`config.mk`:
```
export PLATFORM = sky130hd
export DESIGN_NAME = host_descriptor_arbiter
export DESIGN_NICKNAME = d
export VERILOG_FILES = /design/src/rtl/host_descriptor_arbiter.sv
export SDC_FILE = /design/constraint.sdc
export NUM_CORES = 1
export LEC_CHECK = 0
export CAP_MARGIN = 20
export CELL_PAD_IN_SITES_DETAIL_PLACEMENT = 0
export CELL_PAD_IN_SITES_GLOBAL_PLACEMENT = 2
export CORE_ASPECT_RATIO = 0.75
export CORE_MARGIN = 2
export CORE_UTILIZATION = 21
export CTS_CLUSTER_DIAMETER = 120
export DETAILED_ROUTE_END_ITERATION = 10
export PLACE_DENSITY = 0.85
export SYNTH_ARGS = -nofsm -noshare
export SYNTH_HDL_FRONTEND = slang
export SYNTH_SLANG_ARGS = --single-unit
```
`constraint.sdc`:
```
create_clock -name i_clk -period 2.4 [get_ports i_clk]
set_input_delay 0.24 -clock i_clk [delete_from_list [all_inputs] [get_ports i_clk]]
set_output_delay 0.24 -clock i_clk [all_outputs]
set_load 0.05 [all_outputs]
```
`src/rtl/host_descriptor_arbiter.sv`:
```
// rtl/host_descriptor_arbiter.sv - two-requester descriptor arbiter feeding host queue management
module host_descriptor_arbiter #(
  parameter int TAG_W        = 48,
  parameter int BUFID_W      = 9,
  parameter int PRIO_MODE    = 0,
  parameter int STARVE_LIMIT = 4
) (
  input  logic                       i_clk,
  input  logic                       i_rst,
  input  logic [TAG_W-1:0]           iv_tsntag_hcp,
  input  logic [BUFID_W-1:0]         iv_bufid_hcp,
  input  logic                       i_descriptor_wr_hcp,
  output logic                       o_descriptor_ack_hcp,
  input  logic [TAG_W-1:0]           iv_tsntag_network,
  input  logic [BUFID_W-1:0]         iv_bufid_network,
  input  logic                       i_descriptor_wr_network,
  output logic                       o_descriptor_ack_network,
  output logic [TAG_W+BUFID_W-1:0]   ov_descriptor,
  output logic                       o_descriptor_src,
  output logic                       o_descriptor_wr,
  input  logic                       i_descriptor_ready,
  output logic [15:0]                ov_grant_cnt_hcp,
  output logic [15:0]                ov_grant_cnt_network,
  output logic [1:0]                 ov_arb_state
);

  localparam logic [3:0] STARVE_MAX = 4'(STARVE_LIMIT);

  typedef enum logic [1:0] {
    IDLE = 2'd0,
    SEND = 2'd1
  } state_t;

  state_t      state;
  logic        rr_network;    // 0: HCP wins the next tie, 1: network wins it
  logic [3:0]  starve_cnt;    // consecutive HCP grants while network was waiting
  logic [15:0] cnt_hcp;
  logic [15:0] cnt_network;

  logic in_idle;
  logic any_req;
  logic tie_to_network;
  logic pick_network;

  // Anything other than SEND (including the unused encodings) behaves as IDLE
  assign in_idle = (state != SEND);
  assign any_req = i_descriptor_wr_hcp | i_descriptor_wr_network;

  // Tie-break: rotating pointer, or HCP first until network has waited STARVE_LIMIT grants
  assign tie_to_network = (PRIO_MODE == 0) ? rr_network : (starve_cnt == STARVE_MAX);
  assign pick_network   = i_descriptor_wr_network & (~i_descriptor_wr_hcp | tie_to_network);

  assign ov_grant_cnt_hcp     = cnt_hcp;
  assign ov_grant_cnt_network = cnt_network;
  assign ov_arb_state         = state;

  // Arbitration FSM: grant and latch in IDLE, hold the descriptor in SEND until accepted
  always_ff @(posedge i_clk) begin
    if (i_rst) begin
      state                    <= IDLE;
      rr_network               <= 1'b0;
      starve_cnt               <= '0;
      cnt_hcp                  <= '0;
      cnt_network              <= '0;
      o_descriptor_ack_hcp     <= 1'b0;
      o_descriptor_ack_network <= 1'b0;
      ov_descriptor            <= '0;
      o_descriptor_src         <= 1'b0;
      o_descriptor_wr          <= 1'b0;
    end else begin
      o_descriptor_ack_hcp     <= 1'b0;
      o_descriptor_ack_network <= 1'b0;
      if (in_idle) begin
        state <= IDLE;
        if (any_req) begin
          state            <= SEND;
          o_descriptor_wr  <= 1'b1;
          o_descriptor_src <= pick_network;
          if (pick_network) begin
            ov_descriptor            <= {iv_tsntag_network, iv_bufid_network};
            o_descriptor_ack_network <= 1'b1;
            cnt_network              <= cnt_network + 16'd1;
          end else begin
            ov_descriptor        <= {iv_tsntag_hcp, iv_bufid_hcp};
            o_descriptor_ack_hcp <= 1'b1;
            cnt_hcp              <= cnt_hcp + 16'd1;
          end
          // The loser of a tie becomes the preferred side next time
          if (i_descriptor_wr_hcp && i_descriptor_wr_network) begin
            rr_network <= ~pick_network;
          end
        end
        if (PRIO_MODE != 0) begin
          if (!i_descriptor_wr_network || pick_network) begin
            starve_cnt <= '0;
          end else if (i_descriptor_wr_hcp && starve_cnt != 4'hF) begin
            starve_cnt <= starve_cnt + 4'd1;
          end
        end
      end else if (o_descriptor_wr && i_descriptor_ready) begin
        o_descriptor_wr <= 1'b0;
        state           <= IDLE;
      end
    end
  end

endmodule

```
Word-level counts from Yosys, hierarchy flattened
Cells that the tools add are included.
Operators by class
  bitwise gates (word level): 7
  add/subtract/negate cells: 2
  eq/ne operators: 2
  mux-type cells: 9
  reduce and logical (&&, ||, !) cells: 9
Operators with widths (number)
  $mux 57: 1
  $add 16x1->16 const B: 2
  $reduce_and 3->1: 3
  $mux 1: 6
  $mux 2: 2
  $ne 2x1->1 const B: 2
  $not 1->1: 4
  $reduce_and 2->1: 2
  $reduce_or 3->1: 1
  $logic_and 1x1->1: 2
  $or 1x1->1: 2
  $reduce_bool 2->1: 1
  $and 1x1->1: 1
Storage, ports and cells
  bits in registers: 96
  output and inout port bits: 95
  word-level logic and storage cells: 38

Longest topological paths before layout
Gate-level depths: netlist of run 1.
  word-level depth: 5
  mapped depth: 6
  gate-level depth less buffers: 5

Least setup slack after synthesis of run 1
OpenSTA, ideal clock, no wires.
  path kind: reg2reg
  start: reg cnt_network[0], in the netlist ov_grant_cnt_network[0]
  end: reg cnt_network[14], in the netlist ov_grant_cnt_network[14]
  stages on the path, launching flop included: 6
  clock period less this slack: 2.011 ns
  required time: 2.330 ns
  path slack: 0.389 ns
  path buffers: 0
  arrival time: 1.941 ns
  path through: dfxtp_1 -> ha_1 -> nand2_1 -> or3_4 -> or4_1 -> a21oi_1
On the way
  cells in the longest elaborated chain, start to end: 1
Ends and longest elaborated chain
  start, declared: RTL line 38  | logic [15:0] cnt_network;
  start signal, assigned: RTL line 82  | cnt_network <= cnt_network + 16'd1;
  $add 16x1->16: RTL line 82
Every way passes these cells.
A chain may end at the register's enable or synchronous reset.

Worst setup path in the final report of run 1
  start: in i_descriptor_wr_hcp
  end: reg cnt_network[13], in the netlist ov_grant_cnt_network[13]
On the way
  cells in the longest elaborated chain, start to end: 4
  elaborated cells on any way between the ends: 5
Ends and longest elaborated chain
  start, declared: RTL line 12  | input logic i_descriptor_wr_hcp,
  $not 1->1: RTL line 51  | assign pick_network = i_descriptor_wr_network & (~i_descriptor_wr_hcp | tie_to_network);
  $or 1x1->1: RTL line 51
  $and 1x1->1: RTL line 51
  $reduce_and 3->1 (no line) (*)
Every way passes the cells marked *; elsewhere a longest branch is shown, timed or not.

==> results.sh, run 1 <==
export IMPL_grtUsageTotal=0.135
export IMPL_grt_overflow=0
export IMPL_reg2reg_depth=4
export IMPL_core_mm2=0.0177
export IMPL_cts_buffers=9
export IMPL_dp_cells=868
export IMPL_syn_to_final_growth_pct=72.3
export IMPL_portBuffers=212
export IMPL_preCtsSetupSlack_ps=126
export IMPL_stdcell_count=883
export IMPL_antennaDiodeCount=0
export IMPL_synth_seq_cells=95
export IMPL_startpoint="i_descriptor_wr_hcp"
export IMPL_endpoint="ov_grant_cnt_network[13]"
export IMPL_setup_violations=0
export IMPL_synth_main_ff_cell="dfxtp_1"
export IMPL_worstSetupPathType="in -> reg"
export IMPL_synthesis_area_mm2=0.00380
export IMPL_crit_path_end_kind="flop"
export IMPL_post_cts_setup_buffers=0
export IMPL_hpwl_um=9940
export IMPL_maxSlewHeadroom=0.637
export IMPL_multi_input_comb_area_mm2=0.00180
export IMPL_cts_clk_slew_worst_paths_ps=60
export IMPL_r2r_setup_slack_ps=570
export IMPL_routed_wl_um=13400
export IMPL_drv_cap=0
export IMPL_yosysUniqueCellTypes=41
export IMPL_remaining_drc_errors=0
export IMPL_min_period_over_period=0.788
export IMPL_cts_hold_buf=0
export IMPL_vias=4039
export IMPL_syn_nets=549
export IMPL_grt_pass1_wl_um=20800
export IMPL_setup_ws_ps=509
export IMPL_clock_sinks=95
export IMPL_ios=214
export IMPL_ir_worst_vdd_mv=0.401
export IMPL_cts_tree="built"
export IMPL_root_buffer="clkbuf_16"
export IMPL_avgSynthCellArea_um2=8.89
export IMPL_start_kind="input port"
export IMPL_worstPathRequired_ps=2630
export IMPL_final_nets=758
export IMPL_yosysSeqAreaShare=0.500
export IMPL_synthCells=428
export IMPL_final_cell_mix="clkdlybuf4s50_1, dfxtp_1, nand2_1"
export IMPL_worstPathArrival_ps=2120
export IMPL_fillers=1795
export IMPL_gp_congestion=0.776
export IMPL_die_h_um=121
export IMPL_min_period_ps=1890
export IMPL_crit_fanout=9
export IMPL_r2r_end="ov_grant_cnt_network[13]"
export IMPL_rows=42
export IMPL_synth_edf_count=0
export IMPL_status="finished, final reports clean"
export IMPL_fmax_mhz=529
export IMPL_rsz0062_at_grt="no"
export IMPL_grt_max_degree=41
export IMPL_powerDensity_mw_per_mm2=640
export IMPL_regArea_mm2=0.00190
export IMPL_setup_tns_ps=0
export IMPL_vias_per_cell=4.57
export IMPL_drive_gt1_frac=0.0686
export IMPL_final_antenna_net_count=0
export IMPL_start_util=0.215
export IMPL_drt_iter0_drc=242
export IMPL_clk_latency_ps=340
export IMPL_finalHoldViolCount=0
export IMPL_die_area_mm2=0.0192
export IMPL_htreeDepth=3
export IMPL_async_flop_share=0
export IMPL_holdWs_ps=359
export IMPL_antenna_found_initial=0
export IMPL_cts_buffer_depth=2
export IMPL_layout_commonest_cell="clkdlybuf4s50_1"
export IMPL_hold_class="in -> reg"
export IMPL_p_leak_nw=2.35
export IMPL_clock_skew_ps=6.53
export IMPL_r2r_start="ov_arb_state[0]"
export IMPL_grt_pass1_vias=3968
export IMPL_drv_slew=0
export IMPL_dieWidth_um=159
export IMPL_tightest_slew_ps=542
export IMPL_cts_resized=0
export IMPL_firstDrtPassIters=5
export IMPL_yosysWarningCount=0
export IMPL_wire_per_inst_um=15.2
kinds of logic (layout without fill, tap and decap cells):
kind of cell / after synthesis / in the layout / synth area share
AND/OR/NAND/NOR: 168 / 168 / 0.211
AO/OA/AOI/OAI: 111 / 111 / 0.203
flip-flops: 95 / 95 / 0.500
buffers and inverters: 34 / 247 / 0.0368
XOR/XNOR: 13 / 13 / 0.0299
multiplexers: 4 / 4 / 0.0115
adder cells (fa/ha/maj): 2 / 2 / 0.00658
other: 1 / 1 / 0.000986
final cells by class:
type	count	share of cell area
clock buffers	11	0.0355
clock inverters	4	0.00725
inverters	5	0.00286
multi-input cells	299	0.274
flip-flops and latches	95	0.290
well taps	242	0.0462
repair buffers	227	0.344
flip-flops by register name, summed over array words and instances (netlist names):
register,count
o_descriptor_ack_network,1
o_descriptor_wr,1
rr_network,1
ov_arb_state,1
ov_grant_cnt_network,16
ov_grant_cnt_hcp,16
o_descriptor_src,1
ov_descriptor,57
o_descriptor_ack_hcp,1
stage by stage:
step / total power [mW] / cell area (um^2) / utilization
finish: 4.19 / 6560 / 0.370
global route: 4.39 / 6560 / 0.370
CTS: 4.27 / 6560 / 0.370
detailed placement: 2.84 / 6280 / 0.354
global placement: 2.83 / 6280 / 0.354
floorplan: 2.34 / 3800 / -
report_power, final:
group / internal [mW] / switching [mW] / total [mW]
clock network: 0.799 / 0.593 / 1.39
logic: 0.448 / 0.611 / 1.06
registers: 1.68 / 0.0629 / 1.74
how the worst min path moves through the flow:
stage	start	endpoint	slack, ps	depth (start not counted)
after floorplan	iv_tsntag_hcp[7]	ov_descriptor[16]	340	2
after global placement	o_descriptor_src	o_descriptor_src	440	1
after detailed placement	o_descriptor_src	o_descriptor_src	470	1
after CTS	i_rst	ov_descriptor[56]	350	2
after global routing	i_rst	ov_descriptor[56]	370	2
final	i_rst	ov_descriptor[25]	360	2
layer usage:
layer | routed length (um) | track usage | up-vias | part of all wire
li1 | - | - | 1972 | -
met1 | 6000 | 0.168 | 1925 | 0.45
met2 | 6340 | 0.222 | 130 | 0.47
met3 | 897 | 0.0463 | 12 | 0.067
met4 | 168 | 0.0438 | 0 | 0.013
met5 | 0 | 0 | - | 0
synthesized netlist by cell type (all sizes together), types with 3 or more instances:
cell / number / area share
buf: 4 / 0.0072
dfxtp: 95 / 0.50
nand2: 72 / 0.071
or3: 10 / 0.018
nor2b: 6 / 0.0099
and2: 3 / 0.0049
mux2: 3 / 0.0089
nor2: 39 / 0.038
o21ai: 27 / 0.036
a22oi: 37 / 0.073
clkbuf: 25 / 0.025
nand2b: 3 / 0.0049
o31ai: 3 / 0.0059
nor4: 4 / 0.0066
a222oi: 20 / 0.053
and4: 4 / 0.0092
nand3: 7 / 0.0092
a21oi: 19 / 0.025
or4: 3 / 0.0059
inv: 5 / 0.0049
xor2: 4 / 0.0092
nand4: 7 / 0.012
xnor2: 9 / 0.021
worst max-delay path: stages:
cell and delay [ps]:
clkdlybuf4s50_1 490, nor2b_1 170, buf_4 180, or2_2 320
nor4_1 350, mux2_2 370
No activity file was read; power rests on OpenSTA's default activity.
==> inputs of run 2 (changes only) <==
clock period = 1.9 ns   (was 2.4 ns; I/O delays follow)
==> run 2 against run 1 <==
  * Die area stayed put
  * Final cell count increased by 1.2%
  * Global-route usage up 0.091 points
  * First-iteration DRC count down 18%
  * Sequential cell count unchanged
  * Largest cell class unchanged
==> results.sh, run 2 (same netlist as run 1, synthesis figures left out) <==
export IMPL_htreeDepth=3
export IMPL_cp_top_family="buffers and inverters"
export IMPL_fmax_mhz=554
export IMPL_p_leak_nw=2.43
export IMPL_rows=42
export IMPL_dieWidth_um=159
export IMPL_layout_commonest_cell="clkdlybuf4s50_1"
export IMPL_syn_to_final_growth_pct=76.8
export IMPL_cts_buffers=9
export IMPL_crit_path_end_kind="primary output"
export IMPL_grt_pass1_vias=3985
export IMPL_slowest_stage="clkdlybuf4s50_1"
export IMPL_ios=214
export IMPL_final_nets=768
export IMPL_drv_cap=0
export IMPL_gp_congestion=0.739
export IMPL_worstSetupPathType="reg -> out"
export IMPL_start_kind="flop"
export IMPL_core_mm2=0.0177
export IMPL_wl_met3_um=1010
export IMPL_cpPeakStageDelay_ps=850
export IMPL_dr_wl_met2_um=6200
export IMPL_fillers=1789
export IMPL_hold_class="in -> reg"
export IMPL_die_area_mm2=0.0192
export IMPL_power_frac_comb=0.248
export IMPL_clock_skew_ps=8.61
export IMPL_final_cell_mix="clkdlybuf4s50_1, dfxtp_1, nand2_1"
export IMPL_grt_pass1_wl_um=20700
export IMPL_root_buffer="clkbuf_16"
export IMPL_cts_buffer_depth=2
export IMPL_final_antenna_net_count=0
export IMPL_wire_per_inst_um=14.8
export IMPL_p_clk_frac=0.353
export IMPL_grt_overflow=0
export IMPL_vias=4075
export IMPL_min_period_ps=1800
export IMPL_worstPathRequired_ps=1710
export IMPL_drv_slew=0
export IMPL_regMostFlops="ov_descriptor"
export IMPL_cts_clk_slew_worst_paths_ps=70
export IMPL_top_layer="met4"
export IMPL_maxSlewHeadroom=0.630
export IMPL_seq_power_share=0.399
export IMPL_finalHoldViolCount=0
export IMPL_cts_tree="built"
export IMPL_powerDensity_mw_per_mm2=819
export IMPL_ir_worst_vdd_mv=0.357
export IMPL_setup_violations=0
export IMPL_p_switching_mw=1.65
export IMPL_path_buf_inv=1
export IMPL_multi_input_comb_area_mm2=0.00180
export IMPL_firstDrtPassIters=6
export IMPL_post_cts_setup_buffers=0
export IMPL_p_sw_frac=0.300
export IMPL_start_util=0.215
export IMPL_stdcell_area_mm2=0.00673
export IMPL_placed_cell_area_mm2=0.00640
export IMPL_drive_gt1_frac=0.0982
export IMPL_intPower_mw=3.86
export IMPL_regArea_mm2=0.00191
export IMPL_grtUsageTotal=0.136
export IMPL_largest_register_ff_count=57
export IMPL_hpwl_um=9690
export IMPL_rsz0062_at_grt="no"
export IMPL_antennaDiodeCount=0
export IMPL_antenna_found_initial=0
export IMPL_preCtsSetupSlack_ps=-239
export IMPL_status="finished, final reports clean"
export IMPL_min_period_over_period=0.950
export IMPL_holdWs_ps=217
export IMPL_path_cells="clkdlybuf4s50_1"
export IMPL_drt_iter0_drc=199
export IMPL_tightest_slew_ps=553
export IMPL_fin_util=0.380
export IMPL_grt_max_degree=39
export IMPL_clk_latency_ps=350
export IMPL_remaining_drc_errors=0
export IMPL_portBuffers=212
export IMPL_crit_fanout=5
export IMPL_vias_per_cell=4.56
export IMPL_wl_met1_um=5860
export IMPL_clock_sinks=95
export IMPL_die_h_um=121
export IMPL_power_total_mw=5.51
export IMPL_worstPathArrival_ps=1610
export IMPL_setup_ws_ps=95.9
export IMPL_routed_wl_um=13200
-- run 2: path summary, 6_finish.rpt --
path                                              start  depth (start not counted)                        to  slack (ps)
worst max-delay path            ov_grant_cnt_network[4]                          1   ov_grant_cnt_network[4]         100
worst min-delay path                              i_rst                          2   ov_grant_cnt_network[6]         220
worst max register to register          ov_arb_state[0]                          4  ov_grant_cnt_network[14]         150
worst min register to register         o_descriptor_src                          1          o_descriptor_src         450
-- run 2: per-stage QoR --
step	setup TNS (ps)	cells
floorplan	0	428
global placement	-5550	878
detailed placement	-11050	878
CTS	0	894
global route	0	894
finish	0	894
-- run 2: area by class of cell --
type,count,area share
clock buffer,10,0.0340
clock inverter,6,0.0126
inverter,5,0.00279
multi-input combinational,299,0.268
sequential,95,0.284
tap,242,0.0450
timing repair buffer,237,0.354
-- run 2: timing repair --
action,in CTS,in global routing
hold buffers,0,0
endpoints found under the setup margin,0,7
gates resized for setup,0,2
-- run 2: metal layers --
metal  up-vias  track usage
met4         0       0.0318
li1       1992            -
met2       137        0.223
met3        10       0.0573
met1      1936        0.168
met5         -            0
-- run 2: power groups by stage --
| stage | registers [mW] | clock network [mW] | logic, mW |
|---|---|---|---|
| after floorplan | 2.67 | 0 | 0.285 |
| after global placement | 2.24 | 0 | 1.37 |
| after detailed placement | 2.24 | 0 | 1.38 |
| after CTS | 2.20 | 2.03 | 1.38 |
| after global routing | 2.21 | 2.11 | 1.45 |
| final | 2.20 | 1.95 | 1.37 |
==> inputs of run 3 (changes only) <==
GPL_TIMING_DRIVEN = 0   (was not set)
TNS_END_PERCENT = 100   (was not set)
==> run 3 against run 2 <==
  * Total power increased by 1.1%
  * Final cell count increased by 0.78%
  * Clock skew increased by 3.3 ps
  * Critical endpoint is now ov_grant_cnt_network[3]
  * Via count decreased by 0.37%
  * Global-route usage increased by 0.85 points
  * Non-clock buffer count increased by 7
  * Die area unchanged
  * Sequential share of layout area increased by 0.42 points
  * Count of clock-buffer cells in the layout unchanged
==> results.sh, run 3 (same netlist as run 1, synthesis figures left out) <==
export IMPL_min_period_ps=1830
export IMPL_drive_gt1_frac=0.0835
export IMPL_powerDensity_mw_per_mm2=841
export IMPL_hpwl_um=10800
export IMPL_htreeDepth=3
export IMPL_ios=214
export IMPL_stdcell_area_mm2=0.00663
export IMPL_hold_class="in -> reg"
export IMPL_dp_cells=882
export IMPL_worstPathArrival_ps=1640
export IMPL_maxSlewHeadroom=0.607
export IMPL_drv_cap=0
export IMPL_layout_commonest_cell="clkdlybuf4s50_1"
export IMPL_fmax_mhz=547
export IMPL_drt_iter0_drc=221
export IMPL_clock_skew_ps=11.9
export IMPL_fillers=1798
export IMPL_core_mm2=0.0177
export IMPL_firstDrtPassIters=5
export IMPL_status="finished, final reports clean"
export IMPL_crit_path_end_kind="primary output"
export IMPL_drv_slew=0
export IMPL_final_nets=775
export IMPL_regMostFlops="ov_descriptor"
export IMPL_grt_pass1_wl_um=21800
export IMPL_multi_input_comb_area_mm2=0.00178
export IMPL_placed_cell_area_mm2=0.00624
export IMPL_tightest_slew_ps=589
export IMPL_stdcell_count=901
export IMPL_portBuffers=212
export IMPL_dieWidth_um=159
export IMPL_die_area_mm2=0.0192
export IMPL_root_buffer="clkbuf_16"
export IMPL_rsz0062_at_grt="no"
export IMPL_regArea_mm2=0.00191
export IMPL_clk_latency_ps=350
export IMPL_grt_overflow=0
export IMPL_power_total_mw=5.57
export IMPL_worstSetupPathType="reg -> out"
export IMPL_antenna_found_initial=0
export IMPL_cts_tree="built"
export IMPL_rows=42
export IMPL_slowest_stage="clkdlybuf4s50_1"
export IMPL_setup_violations=0
export IMPL_setup_ws_ps=71.2
export IMPL_finalHoldViolCount=0
export IMPL_crit_fanout=6
export IMPL_grt_max_degree=17
export IMPL_cp_top_family="buffers and inverters"
export IMPL_gp_congestion=0.763
export IMPL_cpPeakStageDelay_ps=850
export IMPL_clock_sinks=95
export IMPL_vias_per_cell=4.51
export IMPL_start_util=0.215
export IMPL_wire_per_inst_um=15.7
export IMPL_path_buf_inv=1
export IMPL_preCtsSetupSlack_ps=-678
export IMPL_path_cells="clkdlybuf4s50_1"
export IMPL_largest_register_ff_count=57
export IMPL_die_h_um=121
export IMPL_remaining_drc_errors=0
export IMPL_antennaDiodeCount=0
export IMPL_cts_clk_slew_worst_paths_ps=80
export IMPL_vias=4060
export IMPL_p_leak_nw=2.43
export IMPL_final_antenna_net_count=0
export IMPL_routed_wl_um=14100
export IMPL_grt_pass1_vias=3995
export IMPL_min_period_over_period=0.963
export IMPL_ir_worst_vdd_mv=0.569
export IMPL_syn_to_final_growth_pct=74.2
export IMPL_grtUsageTotal=0.145
export IMPL_holdWs_ps=373
export IMPL_cts_hold_buf=0
export IMPL_worstPathRequired_ps=1710
export IMPL_cts_buffer_depth=2
export IMPL_cts_buffers=9
export IMPL_final_cell_mix="clkdlybuf4s50_1, dfxtp_1, nand2_1"
export IMPL_start_kind="flop"
## run 3: cell count changes in the layout (fill, tap and decap cells not counted), sizes merged
cell,change
clkdlybuf4s50,-1
buf,-18
clkinvlp,-2
inv,+2
dlymetal6s2s,+2
clkbuf,+24
## run 3: repair_timing
| item | 4_1_cts | 5_1_grt |
|---|---|---|
| gates resized for setup | 5 | 22 |
| pin swaps | 1 | 2 |
| buffers inserted | 1 | 2 |
| setup endpoints to repair | 35 | 55 |
## run 3: worst paths after layout
path / end / depth (start not counted) / slack [ps] / start
setup / recovery: ov_grant_cnt_network[3] / 1 / 70 / ov_grant_cnt_network[3]
hold / removal: ov_descriptor[5] / 3 / 370 / iv_bufid_hcp[5]
setup reg to reg: ov_grant_cnt_network[9] / 4 / 120 / ov_grant_cnt_network[2]
hold reg to reg: o_descriptor_src / 1 / 450 / o_descriptor_src
## run 3: area by class of cell
cell class                      count  area share
Timing Repair Buffer              215       0.324
Sequential cell                    95       0.288
Multi-Input combinational cell    299       0.268
Tap cell                          242      0.0457
Clock buffer                       10      0.0361
Buffer                             29      0.0208
Clock inverter                      6      0.0138
Inverter                            5     0.00283
## run 3: per-stage QoR
step | utilization | TNS, ps
final | 0.374 | 0
after floorplan | - | 0
after global routing | 0.374 | 0
after CTS | 0.372 | 0
after global placement | 0.352 | -28700
after detailed placement | 0.352 | -31610
## run 3: power by group
group          internal, mW  total (mW)  switching, mW  leakage [nW]
sequential             2.12        2.20         0.0811         0.781
combinational         0.551        1.33          0.776          1.48
clock                  1.20        2.04          0.843         0.163
## run 3: metal layers
| layer | routed length, um | global-route usage | part of all wire |
|---|---|---|---|
| met4 | 141 | 0.0381 | 0.010 |
| met5 | 0 | 0 | 0 |
| met1 | 6350 | 0.186 | 0.45 |
| met3 | 996 | 0.0518 | 0.071 |
| met2 | 6620 | 0.231 | 0.47 |
